`config.mk`:
```
export PLATFORM = sky130hd
export DESIGN_NAME = instr_fetch
export DESIGN_NICKNAME = d
export VERILOG_FILES = /design/src/rtl/datapath_pkg.sv /design/src/rtl/instr_mem.sv /design/src/rtl/instr_fetch.sv
export SDC_FILE = /design/constraint.sdc
export NUM_CORES = 2
export LEC_CHECK = 0
export ABC_CLOCK_PERIOD_IN_PS = 11400
export CAP_MARGIN = 40
export CORE_MARGIN = 2
export CORE_UTILIZATION = 60
export CTS_CLUSTER_SIZE = 14
export DETAILED_ROUTE_END_ITERATION = 12
export PLACE_DENSITY_LB_ADDON = 0.2
export SLEW_MARGIN = 0
export SYNTH_ARGS = -nofsm -noshare
export SYNTH_HDL_FRONTEND = slang
export SYNTH_HIERARCHICAL = 1
export SYNTH_SLANG_ARGS = --single-unit
```
`constraint.sdc`:
```
create_clock -name clk -period 11.4 [get_ports clk]
set_input_delay 2.28 -clock clk [delete_from_list [all_inputs] [get_ports clk]]
set_output_delay 2.28 -clock clk [all_outputs]
set_load 0.01 [all_outputs]
```
`src/rtl/datapath_pkg.sv`:
```
// Shared definitions for the fetch stage that feeds the S1 decode register.
// The drain length follows the number of stages behind fetch (S1, S2, S3).
package datapath_pkg;

   typedef enum logic [1:0] {
      ST_IDLE  = 2'd0,
      ST_RUN   = 2'd1,
      ST_DRAIN = 2'd2,
      ST_DONE  = 2'd3
   } fetch_state_t;

   localparam int INSTR_W = 32;
   localparam logic [INSTR_W-1:0] NOP_WORD_DEF = 32'h0000_0000;
   localparam int PIPE_STAGES = 3;
   localparam int DRAIN_CYCLES_DEF = PIPE_STAGES;

endpackage

```
`src/rtl/instr_mem.sv`:
```
// Program memory: single write port, asynchronous read, contents survive reset.
module instr_mem
   import datapath_pkg::*;
#(
   parameter int DEPTH  = 64,
   parameter int ADDR_W = 6,
   parameter int WIDTH  = INSTR_W
) (
   input  logic              clk,
   input  logic              we,
   input  logic [ADDR_W-1:0] waddr,
   input  logic [WIDTH-1:0]  wdata,
   input  logic [ADDR_W-1:0] raddr,
   output logic [WIDTH-1:0]  rdata
);

   logic [WIDTH-1:0] mem [DEPTH];

   always_ff @(posedge clk) begin
      if (we) begin
         mem[waddr] <= wdata;
      end
   end

   assign rdata = mem[raddr];

endmodule

```
`src/rtl/instr_fetch.sv`:
```
// Fetch stage: program memory, PC and run/stall/drain FSM driving InstrIn of S1.
// After the last word it issues NOPs so the downstream stages retire before done.
module instr_fetch
   import datapath_pkg::*;
#(
   parameter int DEPTH        = 64,
   parameter int ADDR_W       = 6,
   parameter logic [INSTR_W-1:0] NOP_WORD = NOP_WORD_DEF,
   parameter int DRAIN_CYCLES = DRAIN_CYCLES_DEF
) (
   input  logic               clk,
   input  logic               rst,
   input  logic               load_en,
   input  logic [ADDR_W-1:0]  load_addr,
   input  logic [INSTR_W-1:0] load_data,
   input  logic [ADDR_W:0]    prog_len,
   input  logic               start,
   input  logic               stall,
   output logic [INSTR_W-1:0] InstrOut,
   output logic               instr_valid,
   output logic [ADDR_W-1:0]  pc,
   output logic               busy,
   output logic               done
);

   localparam int CNT_W = $clog2(DRAIN_CYCLES + 1);
   localparam logic [CNT_W-1:0]  DRAIN_LAST = CNT_W'(DRAIN_CYCLES);
   localparam logic [ADDR_W:0]   DEPTH_LEN  = (ADDR_W + 1)'(DEPTH);

   function automatic logic [ADDR_W:0] sat_len(input logic [ADDR_W:0] len);
      return (len > DEPTH_LEN) ? DEPTH_LEN : len;
   endfunction

   fetch_state_t       state_q, state_d;
   logic [ADDR_W:0]    pc_q, pc_d;
   logic [ADDR_W:0]    len_q, len_d;
   logic [CNT_W-1:0]   cnt_q, cnt_d;
   logic [INSTR_W-1:0] instr_p0, instr_d;
   logic               vld_p0, vld_d;
   logic               busy_q, busy_d;
   logic               done_q, done_d;
   logic               mem_we;
   logic [INSTR_W-1:0] rd_data;
   logic [ADDR_W:0]    start_len;

   instr_mem #(
      .DEPTH  (DEPTH),
      .ADDR_W (ADDR_W),
      .WIDTH  (INSTR_W)
   ) u_mem (
      .clk   (clk),
      .we    (mem_we),
      .waddr (load_addr),
      .wdata (load_data),
      .raddr (pc_q[ADDR_W-1:0]),
      .rdata (rd_data)
   );

   assign start_len = sat_len(prog_len);

   always_comb begin
      state_d = state_q;
      pc_d    = pc_q;
      len_d   = len_q;
      cnt_d   = cnt_q;
      instr_d = instr_p0;
      vld_d   = vld_p0;
      mem_we  = 1'b0;

      unique case (state_q)
         ST_IDLE, ST_DONE: begin
            mem_we = load_en;
            if (start) begin
               len_d = start_len;
               pc_d  = '0;
               if (start_len != '0) begin
                  state_d = ST_RUN;
               end else begin
                  state_d = ST_DRAIN;
                  cnt_d   = '0;
               end
            end
         end
         ST_RUN: begin
            // Full-width compare lets a DEPTH-long program end without refetching word 0.
            if (!stall) begin
               if (pc_q == len_q) begin
                  instr_d = NOP_WORD;
                  vld_d   = 1'b0;
                  cnt_d   = CNT_W'(1);
                  state_d = ST_DRAIN;
               end else begin
                  instr_d = rd_data;
                  vld_d   = 1'b1;
                  pc_d    = pc_q + 1'b1;
               end
            end
         end
         ST_DRAIN: begin
            if (!stall) begin
               instr_d = NOP_WORD;
               vld_d   = 1'b0;
               if (cnt_q == DRAIN_LAST) begin
                  state_d = ST_DONE;
               end else begin
                  cnt_d = cnt_q + 1'b1;
               end
            end
         end
         default: state_d = ST_IDLE;
      endcase

      busy_d = (state_d == ST_RUN) || (state_d == ST_DRAIN);
      done_d = (state_d == ST_DONE);
   end

   // Stage p0: state, PC and the InstrIn register of S1
   always_ff @(posedge clk) begin
      if (rst) begin
         state_q  <= ST_IDLE;
         pc_q     <= '0;
         len_q    <= '0;
         cnt_q    <= '0;
         instr_p0 <= NOP_WORD;
         vld_p0   <= 1'b0;
         busy_q   <= 1'b0;
         done_q   <= 1'b0;
      end else begin
         state_q  <= state_d;
         pc_q     <= pc_d;
         len_q    <= len_d;
         cnt_q    <= cnt_d;
         instr_p0 <= instr_d;
         vld_p0   <= vld_d;
         busy_q   <= busy_d;
         done_q   <= done_d;
      end
   end

   assign InstrOut    = instr_p0;
   assign instr_valid = vld_p0;
   assign pc          = pc_q[ADDR_W-1:0];
   assign busy        = busy_q;
   assign done        = done_q;

endmodule

```
# == Word-level counts from Yosys, hierarchy flattened ==
# Memory sizes are Yosys's and may differ from the RTL's. A register that Yosys moved wholly into a read port is not among the register bits.
# Index checks and enable logic that the tools add are counted.
# word_totals
mem_count,1
in_bits,50
reg_bits,53
out_inout_bits,41
ram_bits,2048
word_cells,69
# mem_list
memory,depth,width,rd,rd_clocked_by_memory_dff,wr,line,text
u_mem.mem,64,32,1,1,1,instr_mem.sv:17,logic [WIDTH-1:0] mem [DEPTH];
# op_classes
addsub,2
eq_ne,15
mux,32
order_cmp,1
n_reduce_logical,10
# op_table
cell,count
$mux W32,3
$pmux W32 S2,1
$mux W7,4
$mux W2,12
$ne A2 B2 Y1 const B,7
$pmux W7 S2,1
$mux W6,2
$pmux W2 S3,2
$eq A2 B2 Y1 const B,5
$add A7 B1 Y7 const B,1
$eq A7 B7 Y1,1
$gt A7 B7 Y1 const B,1
$reduce_bool A7 Y1,1
$mux W1,6
$reduce_and A6 Y1,1
$eq A2 B1 Y1 const B,2
$reduce_and A4 Y1,1
$reduce_bool A2 Y1,2
$reduce_and A3 Y1,1
$add A2 B1 Y2 const B,1
$logic_not A2 Y1,1
$pmux W1 S2,1
$reduce_and A2 Y1,1
$reduce_or A2 Y1,1
$logic_or A1 B1 Y1,1

# == Depth between registers and ports, before layout ==
# depth
word_depth,8
ltp_mapped,11
ltp_nobuf,9

# == Cells and area by module ==
# The synthesis kept the hierarchy.
# modules_own_cells
mod,cells_each,instances,area_each_um2
instr_mem,3292,1,77874.7
instr_fetch,220,1,2183.3

# == Worst setup path after synthesis ==
# OpenSTA, ideal clock, no wires.
# synth_timing
kind,input to register
start,input load_en
end,memory u_mem/mem[48][0] in the netlist's numbering (enable)
t_arrival_ns,5.042
cell_stages,4
path_buffers,0
setup_ns,0.461
setup_slack_ns,5.897
cell_sequence,and2_1 -> nor2b_1 -> nand4b_1 -> nor3_1
# synth_via
elab_chain_len,3
# synth_lines
element,line,text
start: declaration,instr_fetch.sv:13,"input logic load_en,"
$mux W1,instr_fetch.sv:70,unique case (state_q)
$mux W1,instr_mem.sv:20,if (we) begin
$mux W1 (implied by the code),instr_mem.sv:21,mem[waddr] <= wdata;
end: declaration,instr_mem.sv:17,
# No other way between the ends.

# == Worst setup path after layout ==
# layout_timing
start,register pc_q[0]
end,"register instr_p0[18], in the netlist InstrOut[18]"
# layout_via
elab_chain_len,4
# layout_lines
element,line,text
start: declaration,instr_fetch.sv:35,"logic [ADDR_W:0] pc_q, pc_d;"
start signal: assignment,instr_fetch.sv:130,pc_q <= pc_d;
$eq A7 B7 Y1,instr_fetch.sv:87,if (pc_q == len_q) begin
$mux W32,instr_fetch.sv:87,
$mux W32,instr_fetch.sv:86,if (!stall) begin
$pmux W32 S2,instr_fetch.sv:70,
end signal: assignment,instr_fetch.sv:133,instr_p0 <= instr_d;
end: declaration,instr_fetch.sv:38,"logic [INSTR_W-1:0] instr_p0, instr_d;"
# No other way between the ends. The select of a mux whose other input is x is not followed.
# A chain may end at the register's enable or synchronous reset.

==> reports/summary.md <==
91 I/O pins were placed. Maximum fanout along the worst path: 94. Of the available clock period, the critical path in the final layout requires 45.31%. Cells with a size suffix above 1 make up 27.22% of the layout. From left edge to right edge, the die measures 369.3 um.

In the final timing run, aggregate negative setup slack is 0 ns. The post-synth net total came out at 3567. The Yosys step of the flow raised 6 warnings.

The most common cell in the synthesized netlist is edfxtp_1. TritonCTS built the clock tree. The height of the die is 369.3 um, and the met1 layer usage reported by global route is 41.33%. In this run the standard cell core region covers 0.1330 mm2. The tools report the global-route wire length before repair as 285.1 mm. The synthesized design devotes to its leading area cell type 76.82% of total area. Power per cell area: 169.0 mW/mm2. The detail route stage leaves a number of antenna-violating nets equal to 0. Dividing the detail-routed wire length by the instance count gives 35.17 um. For flop-to-flop paths, the worst setup slack is 6.24 ns. Grouping stages by cell kind, the critical path spends the most delay in buffers and inverters.

For this design the static power due to leakage is 27.22 nW. The tools report the remaining global-route overflow as 0. The largest single stage delay on the critical path is 0.72 ns. Kind of start point of the critical path: a flop.

In this run the worst setup path begins at pc_q[0]. The tools report the utilization of the core after routing as 68.40%. The tree built by TritonCTS fans out to 2101 sinks. The number of placed instances with taps included was 5300.

After clock tree synthesis, the clock-pin slew on the worst setup and hold paths is 0.07 ns. The tools report the global-route total usage across every layer as 29.96%. After the flow finishes, the layout carries non-filler instances totaling 5674. The tools report the final RePlAce weighted congestion as 0.9007.

Sorting the synthesized cells by how often they occur yields edfxtp_1, mux4_2, nor2_1, mux2i_1, o22ai_1. For the finished layout, the period the worst path requires is 5.165 ns. STA classifies the critical path endpoint as a flop.

Counting the buffers created by CTS gives 198. The count of pins over their slew limit is 0, and the maximum clock skew at final layout is 0.03023 ns. At the worst endpoint, the arrival time is 5.89 ns. The mean instance size in the synthesized netlist is 22.80 um2, and the proportion of register bits with asynchronous set or reset after synthesis is 0%. For the initial core utilization, the log shows 60.21%. For the number of buffers inserted by post-CTS setup repair, the log shows 0. Setup repair after global routing left no endpoint under its margin.

For this run, the top clock speed supported by timing is 193.6 MHz. The critical path ends at InstrOut[18]. The count of flip-flops with a built-in enable after synthesis is 2048. Overall die area: 0.1364 mm2. Dividing the detail-routed via count by the number of cells gives 6.842. The synthesized netlist occupies a cell area of 0.08006 mm2. The tools report the start of the worst register-to-register path as pc_q[0]. For this design, the CTS-stage hold fixing added 0 buffers. Sorting the synthesized cells by area gives the leading types as edfxtp_1, mux4_2, dfxtp_1. The root buffer cell was clkbuf_16. The sum of buffers and inverters on the critical path is 3, and the depth of the most critical reg-to-reg path is 8. The worst setup path is of the flop to flop kind. The logic depth of the worst setup path including buffers was 8.

The worst reg2reg path endpoint was InstrOut[18]. The slew at the pin closest to its max-slew limit came out at 1.089 ns. For met2 alone, demand over resource in global routing was 48.23%. The maximum clock insertion buffer count is 3, and the met3 usage in global routing is 6.578%.

The H-tree was split into 4 levels. In the synthesized netlist, the number of instances is 3512. Hold is met by 0.4967 ns. The tools report the violation count after the first detailed-route iteration as 5786. The number of endpoints with negative hold slack in the final report is 0, and the initial antenna violation count is 14.

Entering global routing, the biggest net connects 114 pins. The number of buffers added on ports is 90. The worst-case IR drop observed on VDD is 0.1593 mV. Post-synthesis sequential element count: 2101. The netlist uses 54 different library cells.

After global routing, the most crowded layer is met2. The share of the Yosys chip area taken by registers is 78.14%. The number of filler instances in the final layout is 7760, and the number of vias in the routed layout is 38820. The residual DRC count was 0. Max-cap violations in this run came to 0. The headroom to the max-slew limit was 27.42%; the final wirelength was 199.5 mm. The count of TritonRoute iterations in the first routing pass was 6; the via count of the first global-routing pass was 38620.

The slowest cell on the critical path is dfxtp_4. The run finished with clean final reports. Traced cell by cell, the critical path runs through buf_12 > buf_4 > buf_4 > mux4_2 > mux4_2 > o22ai_1 > nor2_1 > a22o_1. The final HPWL from detailed placement came out at 118.8 mm.

The largest total area in the synthesized netlist belongs to edfxtp_1. In this run, post-CTS repair resized a total of 0 instances. Required time reported for the critical path endpoint: 12.12 ns.

The tools report the number of placement rows as 134. Net count reported at finish: 3788. For the insertion delay of the later-clocked pin in the worst-skew pair, the log shows 0.83 ns.

The layout-stage area growth over the synthesis result was 13.60%. Setup violations remaining at the end of the flow were counted as 0. The most used flip-flop cell after synthesis is edfxtp_1. Worst min-delay path category: flop to flop.
[final cells by class]
cell class | count | area, um2 | area share [%]
well taps | 1768 | 2212 | 2.432
multi-input cells | 1206 | 16970 | 18.66
diodes | 8 | 20.02 | 0.02201
clock inverters | 110 | 927.1 | 1.019
flip-flops and latches | 2101 | 62580 | 68.81
clock buffers | 255 | 5284 | 5.810
inverters | 3 | 11.26 | 0.01238
repair buffers | 223 | 2948 | 3.241
[placed cells by master (no fill, tap or decap), types with 34 or more instances in the layout]
master and n:
o22ai_1 84, nor2_4 62, nand2_1 35, clkbuf_1 50, buf_4 68, clkinv_1 41
mux2i_1 95, a21oi_1 75, clkbuf_16 202, mux4_2 544, clkinv_2 43, dfxtp_1 48
buf_12 37, nor2_1 88, edfxtp_1 2048, clkdlybuf4s50_1 58, buf_16 34
[cell families (layout without fill, tap and decap cells)]
kind of cell | after synthesis | in the layout | synth area share (%)
flip-flops | 2101 | 2101 | 78.14
buffers and inverters | 205 | 591 | 1.275
XOR/XNOR | 8 | 8 | 0.08752
AO/OA/AOI/OAI | 269 | 269 | 2.251
other | 0 | 8 | 0
AND/OR/NAND/NOR | 285 | 285 | 1.674
adder cells (fa/ha/maj) | 5 | 5 | 0.07814
multiplexers | 639 | 639 | 16.49
[worst min-delay path by stage]
stage / start / to / slack (ns) / depth (start not counted)
global route: len_q[6] / len_q[6] / 0.51 / 2
finish: len_q[6] / len_q[6] / 0.50 / 2
detailed placement: InstrOut[0] / InstrOut[0] / 0.49 / 1
CTS: len_q[6] / len_q[6] / 0.50 / 2
floorplan: len_q[6] / len_q[6] / 0.45 / 2
global placement: len_q[6] / len_q[6] / 0.46 / 2
[sequential cells by signal, summed over array words and instances (netlist names)]
signal	count
instr_valid	1
InstrOut	32
done	1
u_mem/mem	2048
pc_q	7
state_q	2
len_q	7
cnt_q	2
busy	1
[power breakdown]
part           leakage [nW]  switching (mW)  internal (mW)
clock network          3.05            2.75           3.58
logic                  5.32           0.340          0.169
registers              18.9          0.0240           8.51
[stage by stage]
step                instance area [um2]  worst slack (ns)  total power, mW
floorplan                         80060             5.897            8.913
global placement                  83050             5.625            9.174
detailed placement                84700             6.238            9.204
CTS                               90910             6.213            15.44
global route                      90920             5.919            15.76
finish                            90940             6.235            15.37
[metal layers]
metal / vias to the layer above / wire (um)
met5: - / 55
met2: 2437 / 99350
met3: 335 / 21380
li1: 15430 / -
met1: 20610 / 71610
met4: 8 / 7147
[worst register-to-register path, stage by stage, from the launching register on]
cell and delay (ns):
dfxtp_4 0.72, buf_12 0.55, buf_4 0.94, buf_4 0.72
mux4_2 0.66, mux4_2 0.54, o22ai_1 0.61, nor2_1 0.12
a22o_1 0.22
(Power assumes the default switching activity.)
